--- src/rtl/mem_ctrl.sv ---
// mem_ctrl: arbitrating word-RAM controller with sub-word load extraction and read-modify-write stores
// Optional feature macro: MEM_CTRL_MISALIGN_TRAP_EN traps misaligned data accesses (mem_err) instead of aligning down.
// Ports:
//   clk, rst_n                      clock, synchronous active-low reset
//   if_req/if_addr -> if_valid/if_data
//                                   instruction fetch port (full word)
//   mem_req/mem_we/mem_size/mem_unsigned/mem_addr/mem_wdata -> mem_valid/mem_rdata/mem_err
//                                   load/store port
//   busy                            high whenever not IDLE
//   ram_adr/ram_load/ram_in <- ram_out
//                                   single-port word RAM (word index, write strobe, write data, comb read data)
module mem_ctrl #(
    parameter int MEM_SIZE = 1024
) (
    input  logic        clk,
    input  logic        rst_n,
    input  logic        if_req,
    input  logic [31:0] if_addr,
    output logic        if_valid,
    output logic [31:0] if_data,
    input  logic        mem_req,
    input  logic        mem_we,
    input  logic [1:0]  mem_size,
    input  logic        mem_unsigned,
    input  logic [31:0] mem_addr,
    input  logic [31:0] mem_wdata,
    output logic        mem_valid,
    output logic [31:0] mem_rdata,
    output logic        mem_err,
    output logic        busy,
    output logic [31:0] ram_adr,
    output logic        ram_load,
    output logic [31:0] ram_in,
    input  logic [31:0] ram_out
);
    localparam logic [2:0] IDLE  = 3'd0;
    localparam logic [2:0] RD    = 3'd1;
    localparam logic [2:0] WR_RD = 3'd2;
    localparam logic [2:0] WR    = 3'd3;
    localparam logic [2:0] RESP  = 3'd4;
    localparam logic [31:0] IDX_MASK = 32'(MEM_SIZE - 1);

    logic [2:0]  state;
    logic [31:0] addr, wdata, old;
    logic [1:0]  size;
    logic        uns, data_port, err, mis;
    logic [7:0]  sh_b;
    logic [15:0] sh_h;
    logic [31:0] ext, lane_m, lane_d, merged;

`ifdef MEM_CTRL_MISALIGN_TRAP_EN
    assign mis = mem_size == 2'd1 ? mem_addr[0] : (mem_size[1] & |mem_addr[1:0]);
`else
    assign mis = 1'b0;
`endif

    // size[1] covers both word encodings (2 and 3); low address bits below the size are ignored
    assign sh_b   = ram_out[{addr[1:0], 3'b000} +: 8];
    assign sh_h   = ram_out[{addr[1], 4'b0000} +: 16];
    assign ext    = size[1] ? ram_out :
                    size[0] ? {{16{~uns & sh_h[15]}}, sh_h} : {{24{~uns & sh_b[7]}}, sh_b};
    assign lane_m = size[0] ? 32'h0000_FFFF << {addr[1], 4'b0000} : 32'h0000_00FF << {addr[1:0], 3'b000};
    assign lane_d = size[0] ? {16'b0, wdata[15:0]} << {addr[1], 4'b0000} : {24'b0, wdata[7:0]} << {addr[1:0], 3'b000};
    assign merged = size[1] ? wdata : (old & ~lane_m) | lane_d;

    assign ram_adr   = (state == RD || state == WR_RD || state == WR) ? ({2'b00, addr[31:2]} & IDX_MASK) : '0;
    assign ram_load  = state == WR;
    assign ram_in    = ram_load ? merged : '0;
    assign if_valid  = state == RESP && !data_port;
    assign mem_valid = state == RESP && data_port;
    assign mem_err   = mem_valid & err;
    assign busy      = state != IDLE;

    always_ff @(posedge clk) begin
        if (!rst_n) begin
            state     <= IDLE;
            addr      <= '0;
            wdata     <= '0;
            old       <= '0;
            size      <= '0;
            uns       <= 1'b0;
            data_port <= 1'b0;
            err       <= 1'b0;
            if_data   <= '0;
            mem_rdata <= '0;
        end else begin
            case (state)
                IDLE: begin
                    if (mem_req) begin
                        data_port <= 1'b1;
                        addr      <= mem_addr;
                        size      <= mem_size;
                        uns       <= mem_unsigned;
                        wdata     <= mem_wdata;
                        err       <= mis;
                        if (mis) mem_rdata <= '0;
                        state     <= mis ? RESP : !mem_we ? RD : mem_size[1] ? WR : WR_RD;
                    end else if (if_req) begin
                        data_port <= 1'b0;
                        addr      <= if_addr;
                        size      <= 2'd2;
                        uns       <= 1'b1;
                        err       <= 1'b0;
                        state     <= RD;
                    end
                end
                RD: begin
                    if (data_port) mem_rdata <= ext;
                    else if_data <= ram_out;
                    state <= RESP;
                end
                WR_RD: begin
                    old   <= ram_out;
                    state <= WR;
                end
                WR: begin
                    mem_rdata <= '0;
                    state     <= RESP;
                end
                default: state <= IDLE;
            endcase
        end
    end
endmodule
--- config.mk ---
export PLATFORM = sky130hd
export DESIGN_NAME = mem_ctrl
export DESIGN_NICKNAME = d
export VERILOG_FILES = /design/src/rtl/mem_ctrl.sv
export SDC_FILE = /design/constraint.sdc
export NUM_CORES = 1
export LEC_CHECK = 0
export BUFFER_PORTS_ARGS = -buffer_cell sky130_fd_sc_hd__clkbuf_2
export CORE_ASPECT_RATIO = 1.75
export CORE_UTILIZATION = 39
export CTS_CLUSTER_DIAMETER = 150
export CTS_CLUSTER_SIZE = 40
export DETAILED_ROUTE_END_ITERATION = 12
export GPL_TIMING_DRIVEN = 0
export HOLD_SLACK_MARGIN = 0.08
export PLACE_DENSITY = 0.77
export SYNTH_ARGS = -nofsm -noshare
export SYNTH_HDL_FRONTEND = slang
export SYNTH_SLANG_ARGS = --single-unit
--- constraint.sdc ---
create_clock -name clk -period 2 [get_ports clk]
set_input_delay 0 -clock clk [delete_from_list [all_inputs] [get_ports clk]]
set_output_delay 0 -clock clk [all_outputs]
set_load 0.02 [all_outputs]
==> flow_summary.ini <==
[finish]
finalInstanceArea_sq_mm = 0.0103
area_growth_pct = 45.8
num_antenna_cells = 0
layout-drive-gt1-share = 0.283
fin_nets = 1357
fin_cells = 1463

[sta]
post-route-period-util = 1.00
fmax_mhz = 499
worst_pin_slew_ps = 759
slew_headroom = 0.492
maxSlewViolCount = 0
worst_slack_ps = -2.53
clock_skew_ps = 8.94
finalSetupViolCount = 1
fin_tns_setup_ps = -2.53
final-hold-violation-count = 0
grt_setup_unrepaired = yes
holdWs_ps = 129
fin_crit_ps = 2000

[die]
initial_core_util = 0.400
io_pins = 269
die_area_sq_mm = 0.0186
core_area_sq_mm = 0.0176
die_w_microns = 104
fp.dieH_microns = 180
rows = 64

[logic_synthesis]
syn-instance-count = 871
yosysWarnings = 0
synth_common_cells = 255 x nand2_1, 147 x dfxtp_1, 57 x nor2_1
synth_top_area_cell = dfxtp_1
ys_ff_latch = 147
synth-main-ff-cell = dfxtp_1
synth-async-reset-ratio = 0
synth_top_cell_area_share = 0.417
synth_edf_count = 0
synth_most_common_cell = nand2_1
synth_area_leaders = dfxtp_1 42%, nand2_1 14%, a21boi_0 5.5%
synthDistinctLibCells = 45
synth_area_sq_mm = 0.00705
ys_seq_area_frac = 0.417
syn_avg_cell_area_sq_um = 8.10

[drt]
drcViolationCount = 0
drt-initial-drc-count = 712
via_per_inst = 5.36
antenna_left = 0
wire_per_inst_microns = 18.6
wl_mm = 27.2
drt_pass1_iterations = 6
via_count = 7848

[grt]
track_usage = 0.287
antenna_found_initial = 0
grt.overflow.total = 0
grt_pass1_vias = 7810
grt_max_degree = 17
grt_pass1_wl_mm = 41.5

[place]
hpwlAfterDp_mm = 19.1
pre_cts_ws_ps = 153
dp.cells = 1327
routabilityCongestion = 0.914
portBuffers = 203
post_dp_cell_area_sq_mm = 0.00844

[clock_network]
clk_path_buf_depth = 2
h-tree-depth = 4
cts_buffers = 17
cts.sinks = 147
clkTransAtPathRegs_ps = 60
cts_root_buf = clkbuf_16
clk_latency_ps = 430
cts_tree = built

[critical_path]
crit_required_ps = 2000
path_delay_family = buffers and inverters
crit_path_end_kind = primary output
critPathMaxFanout = 6
crit_path_start_kind = flip-flop
crit_buf_inv = 3
cp_slowest_cell = dfxtp_2
path_cells = buf_6 > and2b_2 > o21ai_4 > buf_8 > mux2i_1 > nor2_1 > buf_4
path_class = reg2out
worstPathArrival_ps = 2000
slowest_delay_ps = 320

[power_and_ir_drop]
cellLeakagePower_nw = 4.51
p_per_area_mw_per_mm2 = 877
irDropWorstVdd_v = 0.000476

[run]
cap_violations = 0

[hold_path]
min_path_type = in2reg

[outcome]
violations = setup timing
status = finished, violations left
## cells by family (layout without fill, tap and decap cells)
group / Yosys count / in the layout / synth area share
AOI/OAI and AO/OA: 233 / 233 / 0.243
buffers and inverters: 95 / 434 / 0.0749
DFF: 147 / 147 / 0.417
muxes: 37 / 37 / 0.0525
other: 1 / 23 / 0.000532
and+or+nand+nor: 358 / 358 / 0.212
## placed cells by master, fill, tap and decap left out, drive strengths merged, types with 2 or more instances in the layout
| cell type | n |
|---|---|
| nand2 | 255 |
| clkbuf | 252 |
| dfxtp | 147 |
| a21boi | 97 |
| dlygate4sd3 | 93 |
| buf | 73 |
| nor2 | 58 |
| o21ai | 49 |
| mux2i | 37 |
| conb | 23 |
| o2bb2ai | 15 |
| a222oi | 15 |
| a21oi | 15 |
| and2 | 14 |
| o211a | 12 |
| nor3 | 11 |
| o22ai | 8 |
| a211oi | 8 |
| a221oi | 8 |
| inv | 8 |
| nor2b | 6 |
| nand3b | 4 |
| clkinvlp | 3 |
| clkinv | 3 |
| and3 | 2 |
| a22oi | 2 |
| nand2b | 2 |
| nor4b | 2 |
| bufinv | 2 |
## report_power, final
group	switching (mW)	internal, mW	total, mW
combinational	1.44	0.990	2.43
sequential	0.182	3.17	3.36
clock	1.33	1.90	3.23
## per-stage QoR
| stage | power [mW] | util |
|---|---|---|
| after global routing | 9.34 | 0.584 |
| after detailed placement | 5.41 | 0.479 |
| after global placement | 5.38 | 0.479 |
| after CTS | 8.85 | 0.575 |
| final | 9.02 | 0.584 |
| after floorplan | 4.73 | - |
## timing repair
action / 4_1_cts / 5_1_grt
buffers inserted: 7 / 6
resized for setup: 35 / 34
hold buffers: 93 / 0
pin swaps: 5 / 7
endpoints found under the hold margin: 144 / 0
cloned: 0 / 1
setup endpoints to repair: 32 / 40
## worst min-delay path: stages
cell,delay (ps)
buf_2,160
nor4b_4,200
nand2_1,80
a21boi_0,60
## routing by layer
metal	GRT usage	part of all wire
met3	0.0479	0.067
met4	0.227	0.073
met1	0.295	0.35
met5	0	0
met2	0.513	0.51
## registers in the layout (all words and copies together) (netlist names)
| signal | flops |
|---|---|
| addr | 12 |
| data_port | 1 |
| if_data | 32 |
| mem_rdata | 32 |
| old | 32 |
| size | 2 |
| state | 3 |
| uns | 1 |
| wdata | 32 |
## layout make-up
| type | count | area (sq um) |
|---|---|---|
| clock buffer | 19 | 453 |
| multi-input combinational | 651 | 3790 |
| sequential | 147 | 2950 |
| buffer | 89 | 548 |
| inverter | 5 | 18.8 |
| timing repair buffer | 310 | 2100 |
| tap | 231 | 289 |
| clock inverter | 11 | 128 |
| fill | 1562 | 7340 |
## final timing paths
check / to / cells past startpoint / startpoint / slack [ps]
max: ram_in[7] / 7 / size[0] / -3
min: wdata[0] / 4 / mem_req / 130
max reg2reg: size[1] / 6 / state[0] / 150
min reg2reg: wdata[27] / 2 / wdata[27] / 450
Power figures use the tool's default switching activity.
